## config.mk

```make
export PLATFORM = sky130hd
export DESIGN_NAME = mem_write_buffer
export DESIGN_NICKNAME = d
export VERILOG_FILES = /design/src/rtl/mem_write_buffer.sv
export SDC_FILE = /design/constraint.sdc
export NUM_CORES = 1
export LEC_CHECK = 0
export BUFFER_PORTS_ARGS = -buffer_cell sky130_fd_sc_hd__buf_4
export CORE_MARGIN = 4
export CORE_UTILIZATION = 58
export CTS_CLUSTER_SIZE = 16
export DETAILED_ROUTE_END_ITERATION = 16
export GPL_TIMING_DRIVEN = 0
export PLACE_DENSITY = 0.83
export SYNTH_ARGS = -nofsm -noshare
export SYNTH_HDL_FRONTEND = slang
export SYNTH_SLANG_ARGS = --single-unit
```

## constraint.sdc

```tcl
create_clock -name clk -period 4.9 [get_ports clk]
set_clock_uncertainty 0.15 [all_clocks]
set_input_delay 0.98 -clock clk [delete_from_list [all_inputs] [get_ports clk]]
set_output_delay 0.98 -clock clk [all_outputs]
set_load 0.03 [all_outputs]
```

## src/rtl/mem_write_buffer.sv

```systemverilog
// In-order store buffer. It aligns sub-word stores into byte-enabled memory writes
// and drains them one per cycle, with load-hazard lookup and flush.
module mem_write_buffer #(
  parameter int DATA_WIDTH = 32,
  parameter int ADDR_WIDTH = 32,
  parameter int DEPTH      = 4
) (
  input  logic                      clk,
  input  logic                      rst_n,
  input  logic                      st_valid,
  output logic                      st_ready,
  input  logic [ADDR_WIDTH-1:0]     st_addr,
  input  logic [DATA_WIDTH-1:0]     st_data,
  input  logic [1:0]                st_size,
  output logic                      st_misaligned,
  input  logic                      flush,
  output logic [DATA_WIDTH/8-1:0]   mem_wr_en,
  output logic [ADDR_WIDTH-1:0]     mem_wr_addr,
  output logic [DATA_WIDTH-1:0]     mem_wr_data,
  input  logic                      mem_wr_ready,
  input  logic [ADDR_WIDTH-1:0]     ld_addr,
  output logic                      ld_hit,
  output logic [$clog2(DEPTH):0]    count,
  output logic                      empty
);

  localparam int WE    = DATA_WIDTH / 8;
  localparam int OFS   = $clog2(WE);
  localparam int PTR_W = $clog2(DEPTH);
  localparam int CNT_W = PTR_W + 1;
  localparam logic [ADDR_WIDTH-1:0] ALIGN_MASK = ~ADDR_WIDTH'(WE - 1);

  logic [ADDR_WIDTH-1:0] r_addr [DEPTH];
  logic [WE-1:0]         r_mask [DEPTH];
  logic [DATA_WIDTH-1:0] r_data [DEPTH];
  logic [PTR_W-1:0]      r_wptr;
  logic [PTR_W-1:0]      r_rptr;
  logic [CNT_W-1:0]      r_count;

  logic [ADDR_WIDTH-1:0] w_amask;
  logic                  w_too_big;
  logic                  w_legal;
  logic [OFS-1:0]        w_off;
  logic [WE-1:0]         w_base_mask;
  logic [DATA_WIDTH-1:0] w_keep;
  logic [WE-1:0]         w_mask;
  logic [DATA_WIDTH-1:0] w_data;
  logic                  w_full;
  logic                  w_push;
  logic                  w_pop;
  logic                  w_ld_hit;
  logic [ADDR_WIDTH-1:0] w_ld_word;

  always_comb begin
    w_amask     = (ADDR_WIDTH'(1) << st_size) - ADDR_WIDTH'(1);
    w_too_big   = (32'd1 << st_size) > 32'(WE);
    w_legal     = !w_too_big && ((st_addr & w_amask) == '0);
    w_off       = st_addr[OFS-1:0];
    w_base_mask = '0;
    w_keep      = '0;
    for (int i = 0; i < WE; i++) begin
      w_base_mask[i]    = (32'(i) < (32'd1 << st_size));
      w_keep[8*i +: 8]  = {8{w_base_mask[i]}};
    end
    w_mask = w_base_mask << w_off;
    w_data = (st_data & w_keep) << {w_off, 3'b000};
  end

  assign w_full        = (r_count == CNT_W'(DEPTH));
  assign st_ready      = !w_full;
  assign empty         = (r_count == '0);
  assign count         = r_count;
  assign st_misaligned = st_valid && !w_legal;

  // Head is read straight from storage; an empty buffer presents all zeros.
  assign mem_wr_en   = empty ? '0 : r_mask[r_rptr];
  assign mem_wr_addr = empty ? '0 : r_addr[r_rptr];
  assign mem_wr_data = empty ? '0 : r_data[r_rptr];

  assign w_push = st_valid && st_ready && w_legal;
  assign w_pop  = (|mem_wr_en) && mem_wr_ready;

  always_comb begin
    logic [PTR_W-1:0] rel;
    w_ld_word = ld_addr & ALIGN_MASK;
    w_ld_hit  = 1'b0;
    rel       = '0;
    for (int i = 0; i < DEPTH; i++) begin
      rel = PTR_W'(i) - r_rptr;
      if (({1'b0, rel} < r_count) && (r_addr[i] == w_ld_word)) w_ld_hit = 1'b1;
    end
  end

  assign ld_hit = w_ld_hit;

  always_ff @(posedge clk or negedge rst_n) begin
    if (!rst_n) begin
      r_wptr  <= '0;
      r_rptr  <= '0;
      r_count <= '0;
    end else if (flush) begin
      r_wptr  <= '0;
      r_rptr  <= '0;
      r_count <= '0;
    end else begin
      if (w_push) r_wptr <= r_wptr + 1'b1;
      if (w_pop)  r_rptr <= r_rptr + 1'b1;
      case ({w_push, w_pop})
        2'b10:   r_count <= r_count + 1'b1;
        2'b01:   r_count <= r_count - 1'b1;
        default: r_count <= r_count;
      endcase
    end
  end

  // Entry storage carries no reset; validity comes only from the pointers and count.
  always_ff @(posedge clk) begin
    if (w_push && !flush) begin
      r_addr[r_wptr] <= st_addr & ALIGN_MASK;
      r_mask[r_wptr] <= w_mask;
      r_data[r_wptr] <= w_data;
    end
  end

endmodule

```

# Yosys cells after proc, flatten, opt, wreduce, memory -nomap -nowiden
# Memories as Yosys holds them, arrays and structs flattened.
# Index checks and enable logic that the tools add are counted.
# word_totals
reg_bits,7
latchBits,0
ramBits,264
romBits,0
input_bits,103
out_inout_bits,75
word_cells,71
mem_count,3
# classes
n_addsub,9
n_mul,0
div,0
order_cmp,9
n_eq_ne,7
shifts,3
muxes,15
bitwise,2
reduce_logical,20
# mem_list
memory,words,width,read_ports,rd_clocked_by_memory_dff,wr,line_no,rtl
r_data,4,32,1,0,1,35,logic [DATA_WIDTH-1:0] r_data [DEPTH];
r_addr,4,30,5,0,1,33,logic [ADDR_WIDTH-1:0] r_addr [DEPTH];
r_mask,4,4,1,0,1,34,logic [WE-1:0] r_mask [DEPTH];
# ops
operator,count
32-bit == test,4
32-bit bitwise AND,2
"1-bit by 32-bit < comparator with 1-bit output, first input constant",2
"2-bit by 32-bit < comparator with 1-bit output, first input constant",2
32-bit 2-to-1 mux,2
"32-bit by 3-bit greater-than comparator with 1-bit output, second input constant",1
32-bit zero test,1
"1-bit by 2-bit left shift with 32-bit output, first input constant",1
32-bit by 5-bit left shift with 32-bit output,1
"32-bit by 2-bit subtractor with 32-bit output, second input constant",1
2-bit by 3-bit < comparator with 1-bit output,4
1-bit logical AND,10
2-bit 2-to-1 mux,4
1-bit 2-to-1 mux,6
3-bit case mux with 2 select lines,1
"2-bit by 1-bit adder with 2-bit output, second input constant",2
1-bit zero test,4
4-bit 2-to-1 mux,1
2-bit nonzero test,2
4-bit OR reduction,1
4-bit by 2-bit left shift with 4-bit output,1
"1-bit by 2-bit subtractor with 2-bit output, first input constant",2
"2-bit subtractor, first input constant",2
"3-bit by 1-bit adder with 3-bit output, second input constant",1
7 further kinds,7

# Depth between registers and ports, before layout
# logic_depth
ltp_word,9
depth_mapped,12
ltp_nobuf,11

# Worst setup path before layout
# No wires, ideal clock.
# synth_path
path_type,input port to flip-flop
startpoint,in st_size[1]
endpoint,"mem r_addr[0][0] (netlist name), enable pin"
setup_time_ns,0.431
arrival_time_ns,4.115
required_ns,4.319
path_slack_ns,0.203
path_stages,8
n_path_buf,1
cell_sequence,buf_2 > nor2_1 > inv_1 > ha_1 > nor2b_1 > a2111oi_4 > nor2b_1 > and2_1
# synth_between
elab_chain_len,9
word_cells_on_any_way,11
cone_classes,add/sub: 1; order compare: 1; shift: 1; mux: 2; bitwise: 1; reduce/logical: 5
# synth_rtl
item,line_no,rtl
start: declaration,14,"input logic [1:0] st_size,"
1-bit by 2-bit left shift with 32-bit output (*),"55, 56",
32-bit by 2-bit subtractor with 32-bit output,55,w_amask = (ADDR_WIDTH'(1) << st_size) - ADDR_WIDTH'(1);
32-bit bitwise AND,57,w_legal = !w_too_big && ((st_addr & w_amask) == '0);
32-bit zero test,57,
1-bit logical AND (*),57,
1-bit logical AND (*),80,assign w_push = st_valid && st_ready && w_legal;
1-bit logical AND (*),118,if (w_push && !flush) begin
1-bit 2-to-1 mux (*),118,
1-bit 2-to-1 mux (not written as such) (*),119,r_addr[r_wptr] <= st_addr & ALIGN_MASK;
end: declaration,33,
# Mark *: on every way between the ends. The rest lies on a longest branch, timed or not.

# Worst setup path in the final report
# layout_path
startpoint,reg r_rptr[0]
endpoint,out ld_hit
# layout_between
elab_chain_len,7
word_cells_on_any_way,16
cone_classes,add/sub: 4; order compare: 4; mux: 4; reduce/logical: 4
# layout_rtl
item,line_no,rtl
start: declaration,37,logic [PTR_W-1:0] r_rptr;
start signal: assignment,107,if (w_pop) r_rptr <= r_rptr + 1'b1;
1-bit by 2-bit subtractor with 2-bit output,89,rel = PTR_W'(i) - r_rptr;
2-bit by 3-bit < comparator with 1-bit output,90,"if (({1'b0, rel} < r_count) && (r_addr[i] == w_ld_word)) w_ld_hit = 1'b1;"
1-bit logical AND,90,
1-bit 2-to-1 mux (3 in series),90,
1-bit 2-to-1 mux (*),90,
end: declaration,22,"output logic ld_hit,"
# Marked as above.

==> impl_metrics.toml <==
[run_status]
status = "finished, final reports clean"

[sta]
drv_slew = 0
fin_crit_ns = 4.60
finalCritPeriodShare = 0.940
tightest_slew_ns = 0.888
rsz0062_at_grt = "false"
maxSlewHeadroom = 0.408
setup_slack_ns = 0.296
setup_viol = 0
final_hold_viol_count = 0
setup_tns_ns = 0
holdWs_ns = 0.0883
fmax_mhz = 217

[route]
drc = 0
antenna_left = 0
dr.pass1.iters = 6
first_iter_violations = 713
wl_per_cell_microns = 25.0
num_vias = 7755
routed_wl_microns = 31900
post_drt_via_cell_ratio = 6.07

[cts]
clock_path_buffers = 3
postCtsHoldBufs = 0
numCtsBuffers = 28
cts.sinks = 271
insertion_delay_ns = 0.54
cts_tree = "built"
cts-root-buf = "clkbuf_16"
h-tree-depth = 1
cts.clk_slew.worst_paths_ns = 0.06

[grt]
grt_max_degree = 52
grt.total_usage = 0.262
grt_pass1_vias = 7906
overflow = 0
grt_pass1_wl_microns = 47800
antenna_found_initial = 0

[floorplanning]
die-area_sq_um = 24400
ios = 178
start_util = 0.597
die_h_microns = 156
rows = 53
die_x_microns = 156
coreArea_sq_um = 21300

[critical_path]
start_kind = "register"
crit_fanout = 10
cp_slowest_stage_delay_ns = 0.53
path_cells = "buf_6 -> clkbuf_2 -> buf_2 -> xor2_1 -> ha_1 -> a21oi_1 -> o2111ai_1 -> nor4_1 -> or4_1 -> buf_4"
path_class = "reg2out"
ff2ff_path_depth = 9
r2r-start = "count[2]"
critPathSlowestCell = "or4_1"
cp-end-kind = "output port"
arrival_ns = 3.47
r2r_slack_ns = 1.39
rr_endpoint = "count[2]"
cp.required_ns = 3.77

[logic_synthesis]
avgSynthCellArea_sq_um = 16.1
synth_top_area_frac = 0.623
synth_edf_count = 264
yosysTopAreaCell = "edfxtp_1"
synthTopCellsByCount = "edfxtp_1 (264), xnor2_1 (83), nor2b_1 (72), mux4_2 (66), xor2_1 (41)"
yosys-top-cells-area = "edfxtp_1 (62%), mux4_2 (12%), xnor2_1 (5.7%)"
yosys_warnings = 0
seq_area_frac_synth = 0.637
synth_most_common_cell = "edfxtp_1"
async_flop_share = 0.0258
synth_cell_types = 43
syn_area_sq_um = 12700
syn-instance-count = 792
ys.flop_type = "edfxtp_1"
ys_seq_elements = 271

[layout]
antenna_cells = 0
fin_util = 0.725
synthToLayoutAreaGrowth_pct = 21.4
fin_nets = 1097
drive_gt1_frac = 0.292

[pwr]
fin_total_pwr_uw = 8170
p_per_area_nw_per_um2 = 529
peakVddDrop_mv = 0.441
p_leak_uw = 0.00525

[placed_design]
place_ws_ns = 0.423
gp_congestion = 0.915
numPortBuffers = 154
hpwlAfterDp_microns = 22300

[run]
cap_violations = 0

[worst_hold_path]
hold_path.class = "in2async"
flip-flops by register name, summed over array words and instances (netlist names):
signal and count:
r_data 128, r_wptr 2, r_mask 16, r_rptr 2, count 3, r_addr 120
layout make-up:
cell class / count / area [sq um]
plain buffers: 55 / 234
well taps: 275 / 344
clock buffers: 32 / 737
multi-input cells: 457 / 4360
repair buffers: 158 / 1270
flip-flops and latches: 271 / 8100
fillers: 1302 / 5850
clock inverters: 19 / 359
inverters: 10 / 37.5
metrics by stage:
step | instance area, sq um | instances
after floorplan | 12700 | 793
after global placement | 14200 | 1222
after detailed placement | 14300 | 1226
after CTS | 15400 | 1277
after global routing | 15400 | 1277
final | 15400 | 1277
logic make-up (layout without fill, tap and decap cells):
family / after synthesis / in the layout / synth area share
AO/OA/AOI/OAI: 59 / 59 / 0.0354
XOR/XNOR: 125 / 125 / 0.0867
adder cells (fa/ha/maj): 13 / 13 / 0.0134
buffers and inverters: 65 / 274 / 0.0211
flip-flops: 271 / 271 / 0.637
multiplexers: 69 / 69 / 0.119
other: 1 / 2 / 0.000295
AND/OR/NAND/NOR: 189 / 189 / 0.0865
worst max path at each step:
| stage | slack (ns) | endpoint | from | cells after the start |
|---|---|---|---|---|
| after floorplan | 0.20 | r_addr[0][0] | st_size[1] | 8 |
| after CTS | 0.07 | ld_hit | r_rptr[1] | 10 |
| after detailed placement | 0.42 | ld_hit | r_rptr[1] | 10 |
| after global routing | 0.09 | ld_hit | r_rptr[0] | 11 |
| after global placement | -1.49 | r_data[0][4] | st_addr[4] | 6 |
| final | 0.30 | ld_hit | r_rptr[0] | 10 |
critical path, delay by kind of cell (launching register included):
family	cells	cell delay [ns]
AND/OR/NAND/NOR	2	0.61
AO/OA/AOI/OAI	2	0.35
buffers and inverters	4	1.15
XOR/XNOR	1	0.16
adder cells (fa/ha/maj)	1	0.31
flip-flops	1	0.35
cells in the final DEF, fill, tap and decap left out, types with 10 or more instances in the layout:
master	count
clkbuf_16	29
bufinv_16	10
nor4_1	20
clkbuf_1	40
inv_1	10
mux4_2	66
xor2_1	41
nor2_1	33
xnor2_1	83
a21oi_1	16
nand4_1	21
nor2b_1	72
ha_1	12
a22oi_1	16
buf_4	156
edfxtp_1	264
nand2_1	15
per-layer routing:
layer | GRT usage | wire [microns] | up-vias
met5 | 0 | 0 | -
met3 | 0.0430 | 3080 | 69
met1 | 0.356 | 11900 | 3821
met2 | 0.441 | 15900 | 468
li1 | - | - | 3397
met4 | 0.0784 | 1020 | 0
report_power, final:
| group | switching [uW] | total (uW) | internal (uW) |
|---|---|---|---|
| clock network | 883 | 2490 | 1600 |
| registers | 44.8 | 2630 | 2590 |
| logic | 1850 | 3050 | 1200 |
| total | 2780 | 8170 | 5390 |
timing repair:
item | in CTS | in global routing
endpoints found under the hold margin | 0 | 0
setup endpoints to repair | 1 | 1
gates resized for setup | 2 | 2
setup buffers | 0 | 0
No activity file was read; power rests on OpenSTA's default activity.
